**src/rtl/booth_pkg.sv**
```systemverilog
// rtl/booth_pkg.sv - shared state encodings and default width for the Booth multiplier
package booth_pkg;

  localparam int N_DEF = 4;

  typedef enum logic [1:0] {
    ST_IDLE = 2'd0,
    ST_CALC = 2'd1,
    ST_DONE = 2'd2
  } state_e;

endpackage

```
**src/rtl/booth_paso.sv**
```systemverilog
// rtl/booth_paso.sv - one combinational radix-2 Booth step: add/sub/no-op then arithmetic shift right
module booth_paso #(
  parameter int N = 4
) (
  input  logic [N:0]   a_i,
  input  logic [N-1:0] qr_i,
  input  logic         q1_i,
  input  logic [N:0]   mr_i,
  output logic [N:0]   a_o,
  output logic [N-1:0] qr_o,
  output logic         q1_o
);

  logic [N:0] t;

  always_comb begin
    case ({qr_i[0], q1_i})
      2'b01:   t = a_i + mr_i;
      2'b10:   t = a_i - mr_i;
      default: t = a_i;
    endcase
  end

  assign a_o  = {t[N], t[N:1]};
  assign qr_o = {t[0], qr_i[N-1:1]};
  assign q1_o = qr_i[0];

endmodule

```
**src/rtl/booth_secuencial.sv**
```systemverilog
// rtl/booth_secuencial.sv - sequential signed Booth multiplier, one iteration per clock, start/busy/done handshake
module booth_secuencial
  import booth_pkg::*;
#(
  parameter int N = N_DEF
) (
  input  logic           CLK,
  input  logic           rst,
  input  logic           start,
  input  logic [N-1:0]   M,
  input  logic [N-1:0]   Q,
  output logic           busy,
  output logic           done,
  output logic [2*N-1:0] P
);

  localparam int CW = $clog2(N + 1);
  localparam logic [CW-1:0] CNT_N   = CW'(N);
  localparam logic [CW-1:0] CNT_ONE = CW'(1);

  state_e state_q, state_d;

  logic [N:0]     a_q, mr_q, a_nx;
  logic [N-1:0]   qr_q, qr_nx;
  logic           q1_q, q1_nx;
  logic [CW-1:0]  cnt_q;
  logic [2*N-1:0] p_q;

  booth_paso #(.N(N)) u_paso (
    .a_i  (a_q),
    .qr_i (qr_q),
    .q1_i (q1_q),
    .mr_i (mr_q),
    .a_o  (a_nx),
    .qr_o (qr_nx),
    .q1_o (q1_nx)
  );

  always_ff @(posedge CLK or posedge rst) begin
    if (rst) state_q <= ST_IDLE;
    else     state_q <= state_d;
  end

  always_comb begin
    state_d = ST_IDLE;
    case (state_q)
      ST_IDLE: state_d = start ? ST_CALC : ST_IDLE;
      ST_CALC: state_d = (cnt_q == CNT_ONE) ? ST_DONE : ST_CALC;
      ST_DONE: state_d = ST_IDLE;
      default: state_d = ST_IDLE;
    endcase
  end

  always_comb begin
    busy = 1'b0;
    done = 1'b0;
    case (state_q)
      ST_CALC: busy = 1'b1;
      ST_DONE: done = 1'b1;
      default: ;
    endcase
  end

  // Operands are captured at start so input changes during CALC are harmless.
  always_ff @(posedge CLK or posedge rst) begin
    if (rst) begin
      a_q   <= '0;
      mr_q  <= '0;
      qr_q  <= '0;
      q1_q  <= 1'b0;
      cnt_q <= '0;
      p_q   <= '0;
    end else begin
      case (state_q)
        ST_IDLE: begin
          if (start) begin
            a_q   <= '0;
            qr_q  <= Q;
            q1_q  <= 1'b0;
            mr_q  <= {M[N-1], M};
            cnt_q <= CNT_N;
          end
        end
        ST_CALC: begin
          a_q   <= a_nx;
          qr_q  <= qr_nx;
          q1_q  <= q1_nx;
          cnt_q <= cnt_q - CNT_ONE;
          if (cnt_q == CNT_ONE) p_q <= {a_nx[N-1:0], qr_nx};
        end
        ST_DONE: ;
        default: begin
          a_q   <= '0;
          mr_q  <= '0;
          qr_q  <= '0;
          q1_q  <= 1'b0;
          cnt_q <= '0;
          p_q   <= '0;
        end
      endcase
    end
  end

  assign P = p_q;

endmodule
```
**config.mk**
```make
export PLATFORM = sky130hd
export DESIGN_NAME = booth_secuencial
export DESIGN_NICKNAME = d
export VERILOG_FILES = /design/src/rtl/booth_pkg.sv /design/src/rtl/booth_paso.sv /design/src/rtl/booth_secuencial.sv
export SDC_FILE = /design/constraint.sdc
export NUM_CORES = 1
export LEC_CHECK = 0
export CELL_PAD_IN_SITES_DETAIL_PLACEMENT = 1
export CELL_PAD_IN_SITES_GLOBAL_PLACEMENT = 1
export CORE_UTILIZATION = 34
export CTS_CLUSTER_DIAMETER = 30
export DETAILED_ROUTE_END_ITERATION = 6
export PLACE_DENSITY_LB_ADDON = 0.25
export REMOVE_ABC_BUFFERS = 1
export SYNTH_ARGS = -nofsm -noshare
export SYNTH_HDL_FRONTEND = slang
export SYNTH_SLANG_ARGS = --single-unit
```
**constraint.sdc**
```tcl
create_clock -name CLK -period 2.8 [get_ports CLK]
set_input_delay 0.28 -clock CLK [delete_from_list [all_inputs] [get_ports CLK]]
set_output_delay 0.28 -clock CLK [all_outputs]
set_load 0.02 [all_outputs]
```
==> impl_metrics.py, run 1 <==
metrics = {
    "grt": {
        "grt_max_degree": 27,
        "overflow": 0,
        "grt_first_pass_wirelength_um": 5980,
        "antenna_found_initial": 0,
        "grt_pass1_vias": 1324,
        "grt_usage_pct": 17.8,
    },
    "synthesis": {
        "yosysTopAreaCell": "dfrtp_1",
        "synth_cells": 166,
        "synth_edf_count": 0,
        "ys.flop_type": "dfrtp_1",
        "ys_async_sr_fraction_pct": 100,
        "synth_cell_type_count": 31,
        "ys_top_cells_by_count": "33 x nand2_1, 26 x dfrtp_1, 17 x o21ai_0",
        "synth_area_leaders": "dfrtp_1 44%, ha_1 9.4%, nand2_1 8.5%",
        "synth.most_common_cell": "nand2_1",
        "postSynthRegisterBits": 26,
        "synth_area_um2": 1460,
        "ys_seq_area_share_pct": 44.5,
        "synth_area_per_cell_um2": 8.81,
        "ys_warn_count": 0,
        "synth_top_area_share_pct": 44.5,
    },
    "clocking": {
        "cts_buffer_depth": 2,
        "cts_setup_buffers": 0,
        "cts_tree": "built",
        "clkLatencyLatePin_ns": 0.27,
        "cts_buffers": 3,
        "htreeDepth": 1,
        "clock_sinks": 26,
        "holdBufCountCts": 0,
        "post_cts_resized": 0,
        "clockRootBuffer": "clkbuf_8",
        "clk_pin_slew_ns": 0.09,
    },
    "critical_path": {
        "crit_buf_inv": 1,
        "crit_path_cell_trace": "inv_1, ha_1, mux2_2, fa_1, nand2b_1, a21oi_1, xnor2_1, mux2_1, nand3_1",
        "slowest_delay_ns": 0.40,
        "start_kind": "register",
        "cp.arrival_ns": 2.70,
        "cp-end-kind": "register",
        "crit_fanout": 5,
        "critical_path_class": "reg2reg",
        "critPathRequiredTime_ns": 3.01,
        "worst_path_max_delay_cell": "fa_1",
        "crit_family": "multiplexers",
    },
    "power": {
        "pwr-share-clk_pct": 9.4,
        "power.switching_uw": 1030,
        "p_int_uw": 1230,
        "combPwrFrac_pct": 62.8,
        "power_frac_seq_pct": 27.8,
        "p_leak_uw": 0.000778,
        "ir_drop_uv": 362,
        "p_per_area_nw_per_um2": 1290,
        "power_uw": 2270,
        "sw_frac_of_total_pct": 45.6,
    },
    "sta": {
        "max_slew_margin_pct": 54.5,
        "hold_viol": 0,
        "whs_ns": 0.367,
        "finalMaxSlewViolations": 0,
        "clock_skew_ns": 0.00399,
        "rsz0062_at_grt": "false",
        "finalCritPeriodShare_pct": 89.0,
        "setup_viol": 0,
        "period_needed_ns": 2.49,
        "worst_pin_slew_ns": 0.680,
        "setup_tns_ns": 0,
        "max_freq_mhz": 401,
        "setup_ws_ns": 0.308,
    },
    "routing": {
        "ant_nets": 0,
        "via_per_inst": 5.06,
        "dr.first_iter.drc_count": 23,
        "routed-via-count": 1194,
        "wirelength_um": 3510,
        "first_pass_iters": 4,
        "drc": 0,
        "avgRoutedWirePerCell_um": 14.9,
    },
    "hold_path": {
        "hp-class": "in2async",
    },
    "layout": {
        "diodes": 0,
        "syn2layout_area_growth_pct": 20.6,
        "nets": 211,
        "drive_gt1_share_pct": 5.38,
    },
    "floorplanning": {
        "ioPinCount": 21,
        "die_h_um": 67.6,
        "core_um2": 4060,
        "row_count": 23,
        "dieArea_um2": 4570,
        "fp.dieW_um": 67.6,
        "start_util_pct": 36.0,
    },
    "placed_design": {
        "place_hpwl_um": 2800,
        "io_buffers": 20,
        "place_congestion": 0.760,
        "dp_slack_ns": 0.321,
    },
    "job": {
        "max-cap-violations": 0,
    },
    "outcome": {
        "run_status": "finished, final reports clean",
    },
}
[power by group through the flow]
stage                     logic [µW]  clock network [µW]  registers [µW]
final                           1420                 213             631
after CTS                       1450                 217             634
after detailed placement        1440                   0             643
after global placement          1360                   0             629
after floorplan                  947                   0             666
after global routing            1630                 233             650
[metrics by stage]
step	instance area, µm²	instances	utilization, %
4_1_cts	1760	236	43.5
3_3_place_gp	1720	233	42.5
6_report	1760	236	43.5
3_5_place_dp	1720	233	42.5
2_1_floorplan	1440	160	-
5_1_grt	1760	236	43.5
[worst register-to-register path: cells and delay by family, from the launching register on]
kind | cells | cell delay [ns]
xor gates and xnor gates | 1 | 0.20
and+or+nand+nor | 2 | 0.25
buffers and inverters | 1 | 0.06
DFF | 1 | 0.37
AOI/OAI and AO/OA | 1 | 0.18
muxes | 2 | 0.74
adders and majority gates | 2 | 0.64
[layout by cell type, fill, tap and decap left out, drive strengths merged]
| master | n |
|---|---|
| o22a | 1 |
| nor3 | 1 |
| o21a | 2 |
| nand2 | 33 |
| buf | 3 |
| dfrtp | 26 |
| and2 | 1 |
| fa | 1 |
| nand2b | 1 |
| a31oi | 5 |
| nor2b | 6 |
| nand3 | 6 |
| o211ai | 1 |
| ha | 11 |
| or2 | 2 |
| clkdlybuf4s50 | 20 |
| inv | 14 |
| o31ai | 2 |
| clkbuf | 3 |
| a21oi | 2 |
| or3 | 1 |
| xnor2 | 3 |
| mux2 | 3 |
| nor2 | 13 |
| xor2 | 1 |
| a32o | 1 |
| a22o | 4 |
| o21ai | 19 |
[area by class of cell]
type	count	area, µm²
Multi-Input combinational cell	120	734
Tap cell	50	62.6
Fill cell	475	2290
Timing Repair Buffer	23	223
Inverter	14	52.6
Clock buffer	3	41.3
Sequential cell	26	651
[flip-flops by register name, indices dropped and copies added, names as in the netlist]
name and flops:
P 8, a_q 4, q1_q 1, cnt_q 3, mr_q 4, qr_q 4, state_q 2
[kinds of logic (layout without fill, tap and decap cells)]
family                     count (synthesis)  count (layout)  synth area share [%]
muxes                                      3               3                  2.31
adders and majority gates                 12              12                  10.8
xor gates and xnor gates                   4               4                  2.40
and+or+nand+nor                           64              64                  18.9
buffers and inverters                     20              40                  5.30
DFF                                       26              26                  44.5
AOI/OAI and AO/OA                         37              37                  15.8
[final timing paths]
path / from / to / slack, ns / depth (start not counted)
min in group CLK: P[2] / P[2] / 0.48 / 2
max in group asynchronous: rst / P[3] / 2.18 / 3
worst max-delay path: q1_q / P[7] / 0.31 / 9
worst max register to register: q1_q / P[7] / 0.31 / 9
worst min-delay path: rst / P[7] / 0.37 / 3
worst min register to register: P[2] / P[2] / 0.48 / 2
[routing by layer]
metal / global-route usage, % / part of all wire (%)
met2: 31.3 / 51
met3: 2.03 / 1.7
met5: 0 / 0
met1: 22.5 / 47
met4: 5.59 / 0.57
(Power assumes the default switching activity.)
==> inputs of run 2 (changes only) <==
--- a/config.mk
+++ b/config.mk
@@ -10,8 +10,10 @@
 export CORE_UTILIZATION = 34
 export CTS_CLUSTER_DIAMETER = 30
 export DETAILED_ROUTE_END_ITERATION = 6
+export MAX_ROUTING_LAYER = met4
 export PLACE_DENSITY_LB_ADDON = 0.25
 export REMOVE_ABC_BUFFERS = 1
+export SKIP_LAST_GASP = 1
 export SYNTH_ARGS = -nofsm -noshare
 export SYNTH_HDL_FRONTEND = slang
 export SYNTH_SLANG_ARGS = --single-unit
==> run 2 against run 1 <==
- clock-buffer cell count is the same
- non-clock buffer count is the same
- total power is essentially flat
- critical endpoint unchanged
- highest routed layer unchanged
- register-to-register slack is essentially flat
- critical path depth is the same
- final cell count is the same
==> impl_metrics.py, run 2 (synthesis gave the netlist of run 1 again) <==
metrics = {
    "outcome": {
        "run_status": "finished, final reports clean",
    },
    "clocking": {
        "cts_setup_buffers": 0,
        "cts_tree": "built",
        "cts_buffer_depth": 2,
        "htreeDepth": 1,
        "holdBufCountCts": 0,
        "clk_pin_slew_ns": 0.09,
        "clock_sinks": 26,
        "clockRootBuffer": "clkbuf_8",
        "cts_buffers": 3,
        "clkLatencyLatePin_ns": 0.27,
        "post_cts_resized": 0,
    },
    "sta": {
        "max_slew_margin_pct": 54.4,
        "setup_viol": 0,
        "rsz0062_at_grt": "false",
        "setup_tns_ns": 0,
        "max_freq_mhz": 401,
        "worst_pin_slew_ns": 0.681,
        "period_needed_ns": 2.49,
        "finalMaxSlewViolations": 0,
        "clock_skew_ns": 0.00389,
        "finalCritPeriodShare_pct": 89.0,
        "hold_viol": 0,
    },
    "floorplanning": {
        "start_util_pct": 36.0,
        "fp.dieW_um": 67.6,
        "ioPinCount": 21,
        "die_h_um": 67.6,
        "core_um2": 4060,
        "dieArea_um2": 4570,
        "row_count": 23,
    },
    "placed_design": {
        "dpl_cell_area_um2": 1720,
        "io_buffers": 20,
        "place_congestion": 0.769,
        "place_inst": 233,
        "place_hpwl_um": 2800,
    },
    "layout": {
        "final_common_cell": "nand2_1",
        "largest_register_ffs": 8,
        "fin_area_um2": 1760,
        "syn2layout_area_growth_pct": 20.6,
        "nFillCells": 475,
        "drive_gt1_share_pct": 5.38,
        "multi_input_area_um2": 734,
        "regArea_um2": 651,
        "finalNonFillerCells": 236,
        "diodes": 0,
        "final_cell_mix": "33 x nand2_1, 26 x dfrtp_1, 20 x clkdlybuf4s50_1, 17 x o21ai_0, 14 x inv_1",
        "nets": 211,
        "finish.utilization_pct": 43.5,
    },
    "hold_path": {
        "hp-class": "in2async",
    },
    "critical_path": {
        "critPathRequiredTime_ns": 3.01,
        "start_kind": "register",
        "r2r_cells": 9,
        "critical_path_class": "reg2reg",
        "cp-end-kind": "register",
        "crit_fanout": 5,
        "cp.arrival_ns": 2.70,
    },
    "routing": {
        "first_pass_iters": 4,
        "via_per_inst": 5.05,
        "routed-via-count": 1192,
        "drc": 0,
        "wirelength_um": 3510,
        "ant_nets": 0,
        "avgRoutedWirePerCell_um": 14.9,
        "dr.first_iter.drc_count": 20,
    },
    "grt": {
        "grt_pass1_vias": 1317,
        "grt_max_degree": 27,
        "grt_usage_pct": 18.4,
        "grt_first_pass_wirelength_um": 5990,
        "overflow": 0,
        "antenna_found_initial": 0,
    },
    "power": {
        "ir_drop_uv": 362,
        "p_per_area_nw_per_um2": 1280,
        "p_leak_uw": 0.000778,
    },
    "job": {
        "max-cap-violations": 0,
    },
}
[run 2: cell counts in the layout (fill, tap and decap cells not counted)]
Identical to the previous run, type by type.
[run 2: cell type report]
type	count	area share (%)
timing repair buffer	23	12.6
multi-input combinational	120	41.6
sequential	26	36.9
tap	50	3.55
inverter	14	2.98
clock buffer	3	2.34
[run 2: stage by stage]
step	hold WS, ns	total power (µW)	worst slack (ns)
2_1_floorplan	0.320	1610	0.525
3_3_place_gp	0.459	1990	0.435
3_5_place_dp	0.470	2080	0.321
4_1_cts	0.379	2300	0.301
5_1_grt	0.421	2510	0.192
6_report	0.368	2270	0.308
[run 2: path summary, 6_finish.rpt]
kind                            start    to  slack (ns)
worst max-delay path             q1_q  P[7]        0.31
worst min-delay path              rst  P[7]        0.37
worst max register to register   q1_q  P[7]        0.31
worst min register to register   P[2]  P[2]        0.48
max in group asynchronous         rst  P[3]        2.18
min in group CLK                 P[2]  P[2]        0.48
[run 2: critical path: stages (launching register included)]
cell and delay (ns):
dfrtp_1 0.37, inv_1 0.06, ha_1 0.24, mux2_2 0.39
fa_1 0.40, nand2b_1 0.16, a21oi_1 0.18, xnor2_1 0.20
mux2_1 0.35, nand3_1 0.09
[run 2: metal layers]
metal | up-vias | share of wire, % | global-route usage [%]
met5 | - | 0 | -
met4 | 0 | 0.40 | 5.59
met3 | 2 | 2.3 | 2.03
met2 | 14 | 51 | 31.2
met1 | 583 | 46 | 22.7
li1 | 593 | - | -
[run 2: power breakdown]
part / internal, µW / leakage, µW / switching, µW / total (µW)
combinational: 607 / 0.000420 / 816 / 1420
sequential: 530 / 0.000337 / 101 / 631
clock: 96.4 / 0.0000216 / 117 / 213
